===== src/rtl/mag_cmp_pkg.sv =====
// Shared constants for the pipelined magnitude comparator: one-hot result
// encoding {gt, eq, lt}, stats counter width and pipeline depth helper.
package mag_cmp_pkg;

  localparam logic [2:0] RES_GT = 3'b100;
  localparam logic [2:0] RES_EQ = 3'b010;
  localparam logic [2:0] RES_LT = 3'b001;

  localparam int STATS_W = 16;

  function automatic int calcStages(input int width, input int chunk);
    return (width + chunk - 1) / chunk;
  endfunction

endpackage


===== src/rtl/mag_cmp_stage.sv =====
// One comparator pipeline stage: resolves the top CHUNK bits of the remaining
// operands and registers the result behind a valid/ready slice.
module mag_cmp_stage
  import mag_cmp_pkg::*;
#(
  parameter int PW    = 8,
  parameter int CHUNK = 2,
  parameter int TAG_W = 4
) (
  input  logic             clk,
  input  logic             rst_n,
  input  logic             valid_i,
  output logic             ready_o,
  input  logic             decided_i,
  input  logic             gt_i,
  input  logic [PW-1:0]    a_i,
  input  logic [PW-1:0]    b_i,
  input  logic [TAG_W-1:0] tag_i,
  output logic             valid_o,
  input  logic             ready_i,
  output logic             decided_o,
  output logic             gt_o,
  output logic [PW-1:0]    a_o,
  output logic [PW-1:0]    b_o,
  output logic [TAG_W-1:0] tag_o
);

  logic [CHUNK-1:0] chunkA, chunkB;
  logic             decided_d, gt_d;
  logic             valid_q, decided_q, gt_q;
  logic [PW-1:0]    a_q, b_q;
  logic [TAG_W-1:0] tag_q;

  assign chunkA = a_i[PW-1 -: CHUNK];
  assign chunkB = b_i[PW-1 -: CHUNK];

  // The first differing chunk, scanning from the MSB, fixes the outcome.
  always_comb begin
    decided_d = decided_i;
    gt_d      = gt_i;
    if (!decided_i && (chunkA != chunkB)) begin
      decided_d = 1'b1;
      gt_d      = (chunkA > chunkB);
    end
  end

  assign ready_o = ~valid_q | ready_i;

  always_ff @(posedge clk or negedge rst_n) begin
    if (!rst_n) begin
      valid_q   <= 1'b0;
      decided_q <= 1'b0;
      gt_q      <= 1'b0;
      a_q       <= '0;
      b_q       <= '0;
      tag_q     <= '0;
    end else if (ready_o) begin
      valid_q <= valid_i;
      if (valid_i) begin
        decided_q <= decided_d;
        gt_q      <= gt_d;
        a_q       <= a_i << CHUNK;
        b_q       <= b_i << CHUNK;
        tag_q     <= tag_i;
      end
    end
  end

  assign valid_o   = valid_q;
  assign decided_o = decided_q;
  assign gt_o      = gt_q;
  assign a_o       = a_q;
  assign b_o       = b_q;
  assign tag_o     = tag_q;

endmodule


===== src/rtl/magnitude_comparator_pipe.sv =====
// Pipelined MSB-first magnitude comparator, CHUNK bits per stage, with
// valid/ready on both sides. Define MAG_CMP_STATS_EN for result counters.
module magnitude_comparator_pipe
  import mag_cmp_pkg::*;
#(
  parameter int WIDTH = 8,
  parameter int CHUNK = 2,
  parameter int TAG_W = 4
) (
  input  logic               clk,
  input  logic               rst_n,
  input  logic               in_valid,
  output logic               in_ready,
  input  logic [WIDTH-1:0]   A,
  input  logic [WIDTH-1:0]   B,
  input  logic               signed_mode,
  input  logic [TAG_W-1:0]   in_tag,
  output logic               out_valid,
  input  logic               out_ready,
  output logic               AgtB,
  output logic               AeqB,
  output logic               AltB,
`ifdef MAG_CMP_STATS_EN
  input  logic               stats_clr,
  output logic [STATS_W-1:0] gt_cnt,
  output logic [STATS_W-1:0] eq_cnt,
  output logic [STATS_W-1:0] lt_cnt,
`endif
  output logic [TAG_W-1:0]   out_tag
);

  localparam int STAGES = calcStages(WIDTH, CHUNK);
  localparam int PW     = STAGES * CHUNK;

  logic [WIDTH-1:0] signMask, aEntry, bEntry;
  logic [PW-1:0]    aPad, bPad;

  // Flipping the sign bit maps two's-complement order onto unsigned order.
  assign signMask = {signed_mode, {(WIDTH-1){1'b0}}};
  assign aEntry   = A ^ signMask;
  assign bEntry   = B ^ signMask;
  assign aPad     = PW'(aEntry) << (PW - WIDTH);
  assign bPad     = PW'(bEntry) << (PW - WIDTH);

  for (genvar k = 0; k < STAGES; k++) begin : stg
    logic             vIn, rIn, dIn, gIn, vOut, rOut, dOut, gOut;
    logic [PW-1:0]    aIn, bIn, aOut, bOut;
    logic [TAG_W-1:0] tIn, tOut;

    if (k == 0) begin : head
      assign vIn      = in_valid;
      assign dIn      = 1'b0;
      assign gIn      = 1'b0;
      assign aIn      = aPad;
      assign bIn      = bPad;
      assign tIn      = in_tag;
      assign in_ready = rIn;
    end else begin : link
      assign vIn = stg[k-1].vOut;
      assign dIn = stg[k-1].dOut;
      assign gIn = stg[k-1].gOut;
      assign aIn = stg[k-1].aOut;
      assign bIn = stg[k-1].bOut;
      assign tIn = stg[k-1].tOut;
    end

    if (k == STAGES - 1) begin : tail
      assign rOut = out_ready;
    end else begin : mid
      assign rOut = stg[k+1].rIn;
    end

    mag_cmp_stage #(.PW(PW), .CHUNK(CHUNK), .TAG_W(TAG_W)) u_stage (
      .clk      (clk),
      .rst_n    (rst_n),
      .valid_i  (vIn),
      .ready_o  (rIn),
      .decided_i(dIn),
      .gt_i     (gIn),
      .a_i      (aIn),
      .b_i      (bIn),
      .tag_i    (tIn),
      .valid_o  (vOut),
      .ready_i  (rOut),
      .decided_o(dOut),
      .gt_o     (gOut),
      .a_o      (aOut),
      .b_o      (bOut),
      .tag_o    (tOut)
    );
  end

  logic       unusedOps;
  logic [2:0] resFlags;

  assign unusedOps = ^{stg[STAGES-1].aOut, stg[STAGES-1].bOut};
  assign out_valid = stg[STAGES-1].vOut;
  assign out_tag   = stg[STAGES-1].tOut;

  always_comb begin
    resFlags = '0;
    if (out_valid) begin
      if (!stg[STAGES-1].dOut)     resFlags = RES_EQ;
      else if (stg[STAGES-1].gOut) resFlags = RES_GT;
      else                         resFlags = RES_LT;
    end
  end

  assign {AgtB, AeqB, AltB} = resFlags;

`ifdef MAG_CMP_STATS_EN
  logic [STATS_W-1:0] gtCnt_q, eqCnt_q, ltCnt_q;
  logic               outFire;

  assign outFire = out_valid & out_ready;

  // Clear wins over a same-cycle increment; counters stick at all-ones.
  always_ff @(posedge clk or negedge rst_n) begin
    if (!rst_n) begin
      gtCnt_q <= '0;
      eqCnt_q <= '0;
      ltCnt_q <= '0;
    end else if (stats_clr) begin
      gtCnt_q <= '0;
      eqCnt_q <= '0;
      ltCnt_q <= '0;
    end else if (outFire) begin
      if (AgtB && (gtCnt_q != '1)) gtCnt_q <= gtCnt_q + 1'b1;
      if (AeqB && (eqCnt_q != '1)) eqCnt_q <= eqCnt_q + 1'b1;
      if (AltB && (ltCnt_q != '1)) ltCnt_q <= ltCnt_q + 1'b1;
    end
  end

  assign gt_cnt = gtCnt_q;
  assign eq_cnt = eqCnt_q;
  assign lt_cnt = ltCnt_q;
`endif

endmodule

===== config.mk =====
export PLATFORM = sky130hd
export DESIGN_NAME = magnitude_comparator_pipe
export DESIGN_NICKNAME = d
export VERILOG_FILES = /design/src/rtl/mag_cmp_pkg.sv /design/src/rtl/mag_cmp_stage.sv /design/src/rtl/magnitude_comparator_pipe.sv
export SDC_FILE = /design/constraint.sdc
export NUM_CORES = 1
export LEC_CHECK = 0
export CAP_MARGIN = 30
export CORE_MARGIN = 2
export CORE_UTILIZATION = 60
export CTS_CLUSTER_SIZE = 8
export DETAILED_ROUTE_END_ITERATION = 8
export GPL_TIMING_DRIVEN = 0
export MAX_ROUTING_LAYER = met4
export PLACE_DENSITY = 0.89
export SYNTH_ARGS = -nofsm -noshare
export SYNTH_HDL_FRONTEND = slang
export SYNTH_HIERARCHICAL = 1
export SYNTH_SLANG_ARGS = --single-unit

===== constraint.sdc =====
create_clock -name clk -period 5 [get_ports clk]
set_input_delay 1 -clock clk [delete_from_list [all_inputs] [get_ports clk]]
set_output_delay 1 -clock clk [all_outputs]
set_load 0.05 [all_outputs]

Word level (Yosys, flattened, before mapping). Cells that the tools add are included.

Register bits after elaboration: 52. Input bits: 25.

Magnitude comparators: 4. Eq/ne operators: 4. Multiplexer cells: 11. Bitwise logic cells: 10. Reduce and logical (&&, ||, !) cells: 10.

Operators by type and width (count): $xor 8x8->8 (2); $mux 3 (3); $gt 2x2->1 (4); $mux 1 (8); $ne 2x2->1 (4); $reduce_and 2->1 (4); $not 1->1 (4); $or 1x1->1 (4); $logic_and 1x1->1 (3); $logic_not 1->1 (3).

Longest topological paths before layout. Gate-level depths: netlist of the first run.

Word-level depth: 6. Depth in mapped cells: 7. Depth with buffers taken out: 6.

Modules after synthesis. The synthesis of the first run kept the hierarchy.

Modules (own cells, without submodules): mag_cmp_stage (times used 4, cells an instance 56, area an instance 867.1 sq um); magnitude_comparator_pipe (times used 1, cells an instance 6, area an instance 42.5 sq um).

Worst setup path after synthesis of the first run. No wires, ideal clock.

Path kind: input to output. Start: input port out_ready. End: output port in_ready. Arrival time: 1.712 ns. Setup slack: 2.288 ns. Cell stages on the path: 4. Cells stage by stage: nand2b_4 -> nand2b_4 -> nand2b_4 -> nand2b_4.

Cells in the longest elaborated chain, start to end: 4.

RTL lines: from (decl) (line magnitude_comparator_pipe.sv:19) `input logic out_ready,`; $or 1x1->1 (2 in series) (line mag_cmp_stage.sv:47) `assign ready_o = ~valid_q | ready_i;`; net stg[1].rOut (line magnitude_comparator_pipe.sv:46) `logic vIn, rIn, dIn, gIn, vOut, rOut, dOut, gOut;`; $or 1x1->1 (line mag_cmp_stage.sv:47); net stg[0].rOut (line magnitude_comparator_pipe.sv:46); $or 1x1->1 (line mag_cmp_stage.sv:47); to (decl) (line magnitude_comparator_pipe.sv:13) `output logic in_ready,`.

The timed path passes the listed nets, and every way through them passes these cells.

Worst setup path after layout of the first run.
Start: input port out_ready. End: output port in_ready.

Cells in the longest elaborated chain, start to end: 4.

RTL lines (line): $or 1x1->1 (mag_cmp_stage.sv:47); net stg[2].rOut (magnitude_comparator_pipe.sv:46); $or 1x1->1 (mag_cmp_stage.sv:47); net stg[1].rOut (magnitude_comparator_pipe.sv:46); $or 1x1->1 (mag_cmp_stage.sv:47); net stg[0].rOut (magnitude_comparator_pipe.sv:46); $or 1x1->1 (mag_cmp_stage.sv:47).

The timed path passes the listed nets, and every way through them passes these cells.

==> results.tsv, run 1 <==
metric	value	unit
status	completed	
netlist_area	2440	um^2
detail-route-antenna-nets	0	
post-route-min-period	3.88	ns
grt_use_total	0.193	
grt_pass1_vias	1400	
max_stage_delay	0.80	ns
insertion_delay	0.30	ns
hold_violations	0	
critPathRequiredTime	4.00	ns
firstDrtPassIters	4	
p_per_area	433	nW/um^2
vias	1355	
cap_viol_max_count	0	
cts.sinks	52	
cts-root-buf	clkbuf_8	
clockBufferDepth	2	
drive_gt1_frac	0.338	
synth_warnings	6	
max_freq	258	MHz
hold_depth	1	
worstSetupPathType	primary input to output pin	
crit_chain	clkdlybuf4s50_1 > nand2b_4 > nand2b_4 > nand2b_4 > nand2b_4 > clkdlybuf4s50_1	
num_rows	23	
setup_viol	0	
drcViolationCount	0	
power	1280	uW
hp-class	register to register	
avgSynthCellArea	15.1	um^2
n_antenna_cell	0	
area_growth	21.0	%
vias_per_cell	5.27	
fill_cells	250	
gp_congestion	0.758	
crit_top_cell	nand2b_4	
postSynthCellCount	162	
cts_tree	yes	
dp_hpwl	2.78	mm
routed_wl	3.70	mm
r2r_start	stg[3].u_stage/valid_o	
r2r.worst_path.cells	7	
floorplan.die.width	67.8	um
ios	34	
setup.worst_path.end_class	output pin	
drv_slew	0	
cp.arrival	2.88	ns
max_slew.worst_pin.slew	0.603	ns
clkSlewWorstSetupHoldPaths	0.09	ns
cts_buffers	5	
multi_input_area	1040	um^2
portBuffers	33	
vdd_drop_max	0.223	mV
path_max_fanout	4	
fin_crit_sh	0.776	
overflow	0	
nets	239	
seq_area	1300	um^2
start_util	0.615	
slowest_stage	clkdlybuf4s50_1	
wire_per_inst	14.4	um
cts_hold_buf	0	
antenna_found_initial	0	
cts-htree-levels	2	
drtIter0Drc	28	
core-area	3970	um^2
clock-skew-final	0.00581	ns
grt_max_degree	28	
dieArea	4590	um^2
grt_pass1_wl	6.24	mm
cts_setup_buffers	0	
setup_tns	0	ns
min-delay-start	stg[3].u_stage/tag_o[1]	
fp.dieH	67.8	um
cts_resized	0	
cp-start-kind	primary input	
startpoint	out_ready	
p_leak	0.00135	uW
relSlewSlack	0.598	
rsz0062_at_grt	no	
## stage by stage
stage	utilization	setup WS [ns]	std cells	area [um^2]	hold WS, ns
after floorplan	-	2.29	165	2450	0.475
after global placement	0.716	1.13	248	2850	0.487
after detailed placement	0.720	1.12	249	2860	0.494
after CTS	0.744	1.11	257	2950	0.515
after global routing	0.744	1.07	257	2950	0.521
final	0.744	1.12	257	2950	0.513
## path summary, 6_finish.rpt
check,endpoint,slack (ns)
worst max-delay path,in_ready,1.12
worst min-delay path,stg[3].u_stage/tag_o[1],0.51
worst max register to register,stg[0].u_stage/a_o[6],3.22
worst min register to register,stg[3].u_stage/tag_o[1],0.51
max in group asynchronous,stg[0].u_stage/decided_o,3.76
min in group asynchronous,stg[2].u_stage/gt_o,0.69
## area by class of cell
type / instances / share of cell area
Multi-Input combinational cell: 101 / 0.353
Tap cell: 50 / 0.0212
Clock buffer: 6 / 0.0280
Sequential cell: 52 / 0.441
Clock inverter: 2 / 0.00339
Buffer: 4 / 0.0271
Inverter: 8 / 0.0102
Timing Repair Buffer: 34 / 0.117
## power breakdown
part	leakage [uW]	switching [uW]	internal, uW	total (uW)
Combinational	0.000700	209	238	447
Clock	0.0000510	131	111	242
Sequential	0.000595	62.9	528	590
## registers in the layout, indices dropped and copies added, names as in the netlist
signal / count
stg.u_stage/a_o: 12
stg.u_stage/decided_o: 4
stg.u_stage/tag_o: 16
stg.u_stage/gt_o: 4
stg.u_stage/valid_o: 4
stg.u_stage/b_o: 12
## critical path: cells and delay by family
family	cells	cell delay (ns)
AND/OR/NAND/NOR	4	0.61
buffers and inverters	2	1.26
## cells in the final DEF (no fill, tap or decap)
master	n
buf_2	1
ha_1	8
mux2_2	25
a21oi_1	4
clkdlybuf4s50_1	32
clkinv_2	2
conb_1	4
nand2_4	4
and3b_1	1
nand2b_4	4
xor2_1	2
nand2b_1	4
o31ai_1	4
or2b_1	4
clkbuf_8	6
nand3b_1	4
nor2_1	4
nor2b_1	1
dfrtp_1	52
mux2_4	19
a211oi_1	4
a21bo_2	4
inv_1	8
and3_1	1
buf_12	5
## routing by layer
| layer | part of all wire | track usage |
|---|---|---|
| met1 | 0.42 | 0.221 |
| met2 | 0.53 | 0.317 |
| met3 | 0.037 | 0.0500 |
| met4 | 0.021 | 0.0875 |
| met5 | 0 | - |
Note: power is estimated with default switching activity, not from simulation.
==> inputs of run 2 (changes only) <==
CORE_UTILIZATION = 52   (was 60)
PLACE_DENSITY = 0.83   (was 0.89)
clock period = 3.25 ns   (was 5 ns; I/O delays follow)
==> run 2 against run 1 <==
Compared with the run above: routed wire length grew 0.73%; non-clock buffer count is the same; first-iteration DRC count increased by 110%; critical path type unchanged.
==> results.tsv, run 2 (synthesized netlist as in run 1, its figures left out) <==
metric	value	unit	change
p_comb_frac	0.339		was 0.349
vias_per_cell	5.22		was 5.27
critPathRequiredTime	2.60	ns	was 4.00 ns
max_freq	355	MHz	
p_leak	0.00135	uW	about the same
antenna_found_initial	0		unchanged
largest_reg_flops	16		unchanged
most-common-layout-cells	52 x dfrtp_1, 31 x clkdlybuf4s50_1, 25 x mux2_2		was 52 x dfrtp_1, 32 x clkdlybuf4s50_1, 25 x mux2_2
intPower	1410	uW	was 876 uW
cts_hold_buf	0		unchanged
power	2020	uW	was 1280 uW
slowest_stage	clkdlybuf4s50_1		unchanged
setup_viol	0		unchanged
vdd_drop_max	0.294	mV	was 0.223 mV
clockBufferDepth	2		unchanged
fin_crit_sh	0.868		
floorplan.die.width	72.5	um	was 67.8 um
hold_violations	0		unchanged
post-route-min-period	2.82	ns	
dieArea	5260	um^2	was 4590 um^2
insertion_delay	0.30	ns	about the same
drive_gt1_frac	0.333		was 0.338
cp-start-kind	primary input		unchanged
cp.arrival	2.17	ns	was 2.88 ns
hp-class	primary input to asynchronous set/reset pin		was register to register
cts-htree-levels	2		unchanged
clock-skew-final	0.00699	ns	was 0.00581 ns
max_stage_delay	0.47	ns	was 0.80 ns
final_util	0.669		was 0.744
firstDrtPassIters	4		unchanged
grt_max_degree	37		was 28
cts_buffers	5		unchanged
max_slew.worst_pin.slew	0.504	ns	was 0.603 ns
relSlewSlack	0.663		was 0.598
ios	34		unchanged
rsz0062_at_grt	no		unchanged
worstSetupPathType	primary input to output pin		unchanged
wire_per_inst	14.4	um	about the same
grt_pass1_vias	1430		was 1400
p_sw	619	uW	was 403 uW
setup.worst_path.end_class	output pin		unchanged
cp.buffers_inverters	2		unchanged
crit_chain	clkdlybuf4s50_1 > nand2b_4 > nand2b_4 > nand2b_4 > nand2b_4 > dlymetal6s2s_1		was clkdlybuf4s50_1 > nand2b_4 > nand2b_4 > nand2b_4 > nand2b_4 > clkdlybuf4s50_1
nets	239		unchanged
drcViolationCount	0		unchanged
pwr-share-clk	0.211		was 0.189
detail-route-antenna-nets	0		unchanged
path_max_fanout	4		unchanged
p_per_area	681	nW/um^2	was 433 nW/um^2
overflow	0		unchanged
crit_top_cell	nand2b_4		unchanged
cts-root-buf	clkbuf_8		unchanged
gp_congestion	0.768		was 0.758
seqPwrFrac	0.450		was 0.462
setup_tns	0	ns	unchanged
area_growth	21.8	%	was 21.0%
grt_pass1_wl	6.58	mm	was 6.24 mm
dp_hpwl	2.88	mm	was 2.78 mm
routed_wl	3.73	mm	was 3.70 mm
num_rows	24		was 23
final_common_cell	dfrtp_1		unchanged
status	completed		unchanged
start_util	0.549		was 0.615
core-area	4440	um^2	was 3970 um^2
clkSlewWorstSetupHoldPaths	0.09	ns	about the same
drtIter0Drc	60		was 28
portBuffers	33		unchanged
fill_cells	309		was 250
cts_tree	yes		unchanged
grt_use_total	0.166		was 0.193
swShare	0.306		was 0.315
cp_top_family	buffers and inverters		unchanged
cap_viol_max_count	0		unchanged
n_antenna_cell	0		unchanged
fp.dieH	72.5	um	was 67.8 um
vias	1353		was 1355
drv_slew	0		unchanged
cts.sinks	52		unchanged
run 2: cell types whose count changed in the layout (fill, tap and decap cells not counted):
| cell | previous run | this run |
|---|---|---|
| bufinv_16 | 0 | 1 |
| clkbuf_1 | 0 | 1 |
| clkbuf_8 | 6 | 5 |
| clkdlybuf4s50_1 | 32 | 31 |
| clkinv_2 | 2 | 1 |
| dlymetal6s2s_1 | 0 | 1 |
run 2: routing by layer:
layer,vias to the layer above,global-route usage,share of wire
met4,0,0.0556,0.010
met5,-,-,0
li1,648,-,-
met1,671,0.208,0.44
met3,5,0.0333,0.034
met2,29,0.272,0.52
run 2: worst reg2reg max path: cells and delay by family (launching register included):
| kind | cells | cell delay [ns] |
|---|---|---|
| buf+inv | 1 | 0.16 |
| flops | 1 | 0.43 |
| mux | 1 | 0.31 |
| simple gates | 5 | 0.76 |
run 2: path summary, 6_finish.rpt:
kind,start,endpoint,slack [ns],depth (start not counted)
min in group clk,stg[3].u_stage/tag_o[0],stg[3].u_stage/tag_o[0],0.51,1
setup / recovery,out_ready,in_ready,0.43,6
max in group asynchronous,rst_n,stg[1].u_stage/valid_o,2.47,2
setup reg to reg,stg[3].u_stage/valid_o,stg[0].u_stage/a_o[3],1.48,7
hold / removal,rst_n,stg[3].u_stage/gt_o,0.27,1
hold reg to reg,stg[3].u_stage/tag_o[0],stg[3].u_stage/tag_o[0],0.51,1
run 2: cell type report:
| cell class | instances | area [um^2] | share of cell area |
|---|---|---|---|
| Multi-Input combinational cell | 101 | 1040 | 0.350 |
| Sequential cell | 52 | 1300 | 0.438 |
| Inverter | 8 | 30.0 | 0.0101 |
| Clock buffer | 6 | 72.6 | 0.0244 |
| Clock inverter | 2 | 35.0 | 0.0118 |
| Tap cell | 52 | 65.1 | 0.0219 |
| Timing Repair Buffer | 34 | 348 | 0.117 |
| Buffer | 4 | 80.1 | 0.0269 |
run 2: timing repair:
| action | in CTS | in global routing |
|---|---|---|
| resized for setup | 0 | 1 |
| setup buffers | 0 | 0 |
| setup endpoints to repair | 0 | 1 |
run 2: power by group through the flow:
stage,logic (uW),clock network [uW],registers [uW]
6_report,687,426,912
5_1_grt,734,462,936
4_1_cts,692,439,915
3_5_place_dp,688,0,927
3_3_place_gp,660,0,912
2_1_floorplan,421,0,987
run 2: stage by stage:
stage               setup WS, ns  hold slack [ns]  area [um^2]  instances
detailed placement        0.0526            0.494         2860        251
CTS                       0.0344            0.266         2970        259
global route               0.363            0.286         2970        259
global placement          0.0745            0.485         2850        250
floorplan                   1.13            0.354         2450        165
finish                     0.429            0.269         2970        259
